**src/rtl/counter_pkg.sv**
```systemverilog
// Shared types and helpers for counter_period_capture.
//   cpc_state_t : measurement FSM state (IDLE, MEASURE)
//   cpc_width() : counter/period width for a given MAX, never below one bit
package counter_pkg;

  typedef enum logic {IDLE, MEASURE} cpc_state_t;

  localparam int unsigned CPC_MIN_WIDTH = 1;

  // $clog2 returns 0 for MAX=1, which would give zero-width ports.
  function automatic int unsigned cpc_width(input int unsigned max_val);
    return (max_val < 2) ? CPC_MIN_WIDTH : $clog2(max_val);
  endfunction

endpackage

```
**src/rtl/counter_period_capture.sv**
```systemverilog
// Measures the interval between single-cycle tick events and reports it as a match value
// (interval - 1), so a match counter loaded with M reads back as M. Asserts o_locked after
// LOCK_CNT consecutive identical periods.
//
// Ports:
//   i_clk        clock, rising edge
//   i_rst        asynchronous active-high reset
//   i_clear      synchronous clear: back to IDLE, clears overflow, streak and lock
//   i_enable     measurement enable; low forces IDLE on the next cycle
//   i_tick       event strobe, sampled every cycle
//   o_period     last captured period (interval - 1)
//   o_valid      one-cycle pulse when o_period updates
//   o_locked     LOCK_CNT consecutive equal periods seen
//   o_overflow   sticky: no tick within MAX cycles while measuring
//   o_period_min / o_period_max  (only with COUNTER_PERIOD_CAPTURE_MINMAX_EN defined)
//                running extremes of captured periods; reset/clear -> min='1, max=0
module counter_period_capture
  import counter_pkg::*;
#(
  parameter int unsigned MAX      = 32,
  parameter int unsigned LOCK_CNT = 4
) (
  input  logic                        i_clk,
  input  logic                        i_rst,
  input  logic                        i_clear,
  input  logic                        i_enable,
  input  logic                        i_tick,
  output logic [cpc_width(MAX)-1:0]   o_period,
  output logic                        o_valid,
  output logic                        o_locked,
`ifdef COUNTER_PERIOD_CAPTURE_MINMAX_EN
  output logic [cpc_width(MAX)-1:0]   o_period_min,
  output logic [cpc_width(MAX)-1:0]   o_period_max,
`endif
  output logic                        o_overflow
);

  localparam int unsigned W  = cpc_width(MAX);
  localparam int unsigned SW = $clog2(LOCK_CNT + 1);

  cpc_state_t      state_q, state_d;
  logic [W-1:0]    cnt_q, cnt_d;
  logic [SW-1:0]   streak_q, streak_d;
  logic [SW-1:0]   new_streak;
  logic [W-1:0]    period_q, period_d;
  logic            valid_q, valid_d;
  logic            locked_q, locked_d;
  logic            overflow_q, overflow_d;
`ifdef COUNTER_PERIOD_CAPTURE_MINMAX_EN
  logic [W-1:0]    min_q, min_d;
  logic [W-1:0]    max_q, max_d;
`endif

  // Streak value a capture in this cycle would produce. A zero streak means this is the
  // first capture since IDLE, so there is no previous period to compare against.
  always_comb begin
    new_streak = SW'(1);
    if (streak_q != '0 && cnt_q == period_q) begin
      new_streak = (streak_q < SW'(LOCK_CNT)) ? streak_q + SW'(1) : streak_q;
    end
  end

  always_comb begin
    state_d    = state_q;
    cnt_d      = cnt_q;
    streak_d   = streak_q;
    period_d   = period_q;
    valid_d    = 1'b0;
    locked_d   = locked_q;
    overflow_d = overflow_q;
`ifdef COUNTER_PERIOD_CAPTURE_MINMAX_EN
    min_d      = min_q;
    max_d      = max_q;
`endif

    if (i_clear) begin
      state_d    = IDLE;
      cnt_d      = '0;
      streak_d   = '0;
      locked_d   = 1'b0;
      overflow_d = 1'b0;
`ifdef COUNTER_PERIOD_CAPTURE_MINMAX_EN
      min_d      = '1;
      max_d      = '0;
`endif
    end else if (!i_enable) begin
      state_d  = IDLE;
      cnt_d    = '0;
      streak_d = '0;
      locked_d = 1'b0;
    end else begin
      unique case (state_q)
        IDLE: begin
          // First tick only opens the window; there is nothing to capture yet.
          if (i_tick) begin
            state_d = MEASURE;
            cnt_d   = '0;
          end
        end
        MEASURE: begin
          if (i_tick) begin
            period_d = cnt_q;
            valid_d  = 1'b1;
            cnt_d    = '0;
            streak_d = new_streak;
            locked_d = (new_streak >= SW'(LOCK_CNT));
`ifdef COUNTER_PERIOD_CAPTURE_MINMAX_EN
            if (cnt_q < min_q) min_d = cnt_q;
            if (cnt_q > max_q) max_d = cnt_q;
`endif
          end else if (cnt_q == W'(MAX - 1)) begin
            // Checked before incrementing so the counter never wraps.
            state_d    = IDLE;
            cnt_d      = '0;
            overflow_d = 1'b1;
            streak_d   = '0;
            locked_d   = 1'b0;
          end else begin
            cnt_d = cnt_q + W'(1);
          end
        end
        default: state_d = IDLE;
      endcase
    end
  end

  always_ff @(posedge i_clk or posedge i_rst) begin
    if (i_rst) begin
      state_q    <= IDLE;
      cnt_q      <= '0;
      streak_q   <= '0;
      period_q   <= '0;
      valid_q    <= 1'b0;
      locked_q   <= 1'b0;
      overflow_q <= 1'b0;
`ifdef COUNTER_PERIOD_CAPTURE_MINMAX_EN
      min_q      <= '1;
      max_q      <= '0;
`endif
    end else begin
      state_q    <= state_d;
      cnt_q      <= cnt_d;
      streak_q   <= streak_d;
      period_q   <= period_d;
      valid_q    <= valid_d;
      locked_q   <= locked_d;
      overflow_q <= overflow_d;
`ifdef COUNTER_PERIOD_CAPTURE_MINMAX_EN
      min_q      <= min_d;
      max_q      <= max_d;
`endif
    end
  end

  assign o_period   = period_q;
  assign o_valid    = valid_q;
  assign o_locked   = locked_q;
  assign o_overflow = overflow_q;
`ifdef COUNTER_PERIOD_CAPTURE_MINMAX_EN
  assign o_period_min = min_q;
  assign o_period_max = max_q;
`endif

endmodule

```
**config.mk**
```make
export PLATFORM = sky130hd
export DESIGN_NAME = counter_period_capture
export DESIGN_NICKNAME = d
export VERILOG_FILES = /design/src/rtl/counter_pkg.sv /design/src/rtl/counter_period_capture.sv
export SDC_FILE = /design/constraint.sdc
export NUM_CORES = 1
export LEC_CHECK = 0
export ABC_AREA = 1
export CORE_MARGIN = 3
export CORE_UTILIZATION = 56
export DETAILED_ROUTE_END_ITERATION = 10
export GPL_TIMING_DRIVEN = 0
export PLACE_DENSITY = 0.82
export RECOVER_POWER = 50
export SLEW_MARGIN = 20
export SYNTH_ARGS = -nofsm -noshare
export SYNTH_HDL_FRONTEND = slang
export SYNTH_SLANG_ARGS = --single-unit
```
**constraint.sdc**
```tcl
create_clock -name i_clk -period 4.4 [get_ports i_clk]
set_input_delay 1.32 -clock i_clk [delete_from_list [all_inputs] [get_ports i_clk]]
set_output_delay 1.32 -clock i_clk [all_outputs]
set_load 0.05 [all_outputs]
```
## Word level (Yosys, flattened, before mapping)

Index checks and enable logic that the tools add are counted.

- Word-level logic and storage cells: 59
- Bits in registers: 17
- Output and inout port bits: 8

- $add $sub $neg: 2
- Eq/ne operators: 6
- Bitwise logic cells: 2
- Reductions and logical operators: 8
- Multiplexer cells: 32
- $lt $le $gt $ge: 2

Operators by type and width:

| operator | number |
|---|---|
| 2-to-1 mux 5 bit | 5 |
| 2-to-1 mux 3 bit | 7 |
| 2-to-1 mux 1 bit | 18 |
| one-hot mux 5 bit (2 select lines) | 1 |
| AND reduction 4 bit | 2 |
| nonzero test 2 bit | 3 |
| adder 5 x 1 -> 5 bit, second input constant | 1 |
| equality test 5 bit | 1 |
| equality test 5 bit, second input constant | 1 |
| inequality test 4 x 2 -> 1 bit, second input constant | 1 |
| inequality test 4 bit, second input constant | 1 |
| adder 3 x 1 -> 3 bit, second input constant | 1 |
| >= comparator 3 bit, second input constant | 1 |
| less-than comparator 3 bit, second input constant | 1 |
| inequality test 3 x 2 -> 1 bit, second input constant | 1 |
| nonzero test 3 bit | 1 |
| inequality test 2 bit, second input constant | 1 |
| inverter 1 bit | 2 |
| one-hot mux 1 bit (2 select lines) | 1 |
| AND reduction 2 bit | 1 |
| logical AND 1 bit | 1 |

## Logic depth before layout (Yosys ltp)

- Depth in word-level cells: 8
- Mapped depth: 10

## Worst setup path before layout

Ideal clock, no wire load.

- Path type: input to register
- From: in i_clear
- To: reg period_q[0] (netlist: o_period[0])
- Buffers on the path: 1
- Path slack: 2391 ps
- Stages on the path: 7
- Required time: 4279 ps
- Data arrival time: 1888 ps
- Cells stage by stage: inv_2 > nand2_2 > nor2_1 > nand2_2 > buf_6 > nand2_1 > o21ai_2

- Longest elaborated chain between the ends: 2

RTL lines:

| what | line | RTL |
|---|---|---|
| start: declaration | counter_period_capture.sv:25 | `input logic i_clear,` |
| inverter 1 bit (no line) | n/a |  |
| AND reduction 4 bit (no line) | n/a |  |
| end signal: assignment | counter_period_capture.sv:144 | `period_q <= period_d;` |
| end: declaration | counter_period_capture.sv:45 | `logic [W-1:0] period_q, period_d;` |

Every way passes these cells.
A chain may end at the register's enable or synchronous reset.

==> key figures <==
Status
  – Status: complete, no violations

Global route
  – Largest net degree at the start of global routing: 17
  – GRT overflow: 0
  – GRT Util Overall: between 20% and 30%
  – Vias in the first global route: around 760
  – First-pass GRT wire length: slightly above 3000 um
  – Initial antenna violation count: 0

Route
  – Routed vias/inst: about 5.2
  – WL/cell: between 10 and 15 um
  – Final ANT Viol Nets: 0
  – Iteration-0 DRC Markers: 16
  – Via count: roughly 750
  – Pre-antenna DRT Iters: 5
  – Total routed wirelength: between 1500 and 2000 um
  – Post-route DRC violation count: 0

Pwr
  – Peak supply drop: ~0.00016 V
  – Power, Total: between 200 and 300 uW
  – Power Density: between 200 and 300 mW/mm^2
  – P_leak: about 0.52 nW

Final layout
  – Most frequent cells in the layout: nand2_1 (34), inv_1 (20), dfrtp_1 (16), nor2_1 (11), clkdlybuf4s50_1 (10)
  – ANT cells: 0
  – Commonest non-fill, non-tap cell in the layout: nand2_1
  – Area Overhead vs Synth: 19.0%
  – Fillcell total: roughly 100
  – Share of cells above drive strength 1: a little over an eighth
  – Final nets: between 100 and 150
  – Final Non-Filler Cells: between 100 and 150

Setup path
  – Crit Path Max Fanout: 4
  – Crit-path cells: clkdlybuf4s50_1
  – Crit end category: output pin
  – Data arrival, critical path: between 1.5 and 2 ns
  – Bufs and invs on worst path: 1
  – CP startpoint: streak_q[2]
  – Worst EP required: 3.08 ns
  – Top delay family on crit path: buffers and inverters
  – Critical-path top delay cell: clkdlybuf4s50_1
  – CP peak stage delay: just over 0.8 ns
  – Critical path depth: 1
  – Register-to-register setup slack: around 2.8 ns
  – Worst r2r path cells: 10
  – Critical path class: reg2out
  – Reg-to-Reg Start: cnt_q[1]
  – Crit path launch type: flip-flop

Clock network
  – Root buffer cell: clkbuf_4
  – CTS tree: done
  – Worst-path clk slew: 0.09 ns
  – Skew-Pair Late Insertion Delay: 0.29 ns
  – Inserted Clock Buffers: 3
  – Post-CTS Setup Repair Bufs: 0
  – Gates resized, CTS repair: 0
  – Clock Path Buffers: 2
  – # hold bufs at CTS: 0
  – H-tree levels: 1
  – Clock sinks: 16

Die
  – Initial Util: 64.0%
  – Core Area: 0.00140 mm^2
  – IO Pins: 13
  – Die Ht: 46.0 um
  – Die Wd: 46.0 um
  – DIE AREA: about 0.0021 mm^2
  – Row cnt: 13

Run
  – Max_cap viols: 0

Timing
  – Fmax: approximately 0.35 GHz
  – Final hold viol count: 0
  – Min Tclk post-route: roughly 2.8 ns
  – Layout Skew: 0.00262 ns
  – Hold_ws: around 0.5 ns
  – Crit share post-route: 64.7%
  – Max_slew headroom: 59.7%
  – Worst-margin pin slew: around 0.60 ns
  – Final setup vio count: 0
  – Total Neg Setup Slack: 0 ns
  – Max-slew violation count: 0
  – RSZ-0062 raised after global routing: no

Synthesis
  – Top cell type's share of synthesized area: between 40 and 50%
  – Synth Register Bits: 16
  – Mapped Nets: 123
  – Area contributors post-synth: dfrtp_1 (45%), nand2_1 (14%), inv_1 (8.0%), ha_1 (5.6%), o21ai_2 (4.9%)
  – Synth Area per Inst: ~7.9 um^2
  – Post-synth cell types: 20
  – Synth Warn #: 0
  – Post-synthesis sequential area ratio: between 40% and 50%
  – Leading area contributor after synthesis: dfrtp_1
  – Ys flop type: dfrtp_1
  – Ys async rst share: between 90% and 100%
  – EDFF count, synth: 0
  – Mapped Area: between 800 and 900 um^2
  – Post-Syn Instances: between 100 and 150

Placed design
  – PortBufs: 12
  – RePlAce Congestion: ~0.76
  – Post-detail-place hpwl: roughly 1300 um
  – Placed Cells incl. Taps: between 100 and 150

Hold path
  – Hold WC Path Type: reg2reg
  – Hold_sp: o_overflow
  – Hold path cells: 2
-- metal layers --
metal | wire, um | GRT usage (%)
met1 | 807 | 25.1
met2 | 811 | 33.8
met3 | 70 | 2.37
met4 | 39 | 10.8
met5 | 0 | 0
-- area by class of cell --
cell class	instances	area, um^2	share of cell area [%]
multi-input cells	77	404	37.9
flip-flops and latches	16	400	37.6
repair buffers	12	120	11.3
inverters	20	75.1	7.04
clock buffers	4	36.3	3.40
well taps	15	18.8	1.76
plain buffers	1	11.3	1.06
-- state kept, by name, indices dropped and copies added (netlist names) --
signal      count
o_valid         1
cnt_q           5
streak_q        3
state_q         1
o_overflow      1
o_period        5
-- final timing paths --
| kind | endpoint |
|---|---|
| min | o_overflow |
| min reg2reg | o_overflow |
| max reg2reg | streak_q[1] |
| min in group asynchronous | o_period[0] |
| max in group asynchronous | cnt_q[1] |
| max | o_locked |
-- cells in the mapped netlist (2+ instances only) --
| library cell | number |
|---|---|
| a21oi_1 | 5 |
| dfrtp_1 | 16 |
| ha_1 | 4 |
| inv_1 | 19 |
| nand2_1 | 33 |
| nand2_2 | 5 |
| nand3_1 | 2 |
| nor2_1 | 10 |
| o21ai_0 | 5 |
| o21ai_2 | 5 |
-- through the flow --
stage | worst slack, ns | util (%) | area, um^2
3_5_place_dp | 1.80 | 74.0 | 1030
6_report | 1.55 | 76.2 | 1070
5_1_grt | 1.50 | 76.2 | 1070
4_1_cts | 1.55 | 76.6 | 1070
2_1_floorplan | 2.39 | - | 896
3_3_place_gp | 1.80 | 74.0 | 1030
-- where the power goes --
part           internal (mW)  switching (mW)
combinational        0.00723          0.0124
clock                 0.0504          0.0479
sequential             0.148         0.00133
-- kinds of logic (layout without fill, tap and decap cells) --
| logic type | after synthesis | count (layout) | synth area share, % |
|---|---|---|---|
| simple gates | 55 | 55 | 26.8 |
| buf+inv | 21 | 37 | 9.64 |
| compound gates | 18 | 18 | 13.3 |
| flops | 16 | 16 | 44.7 |
| fa+ha+maj | 4 | 4 | 5.59 |
No activity file was read; power rests on OpenSTA's default activity.
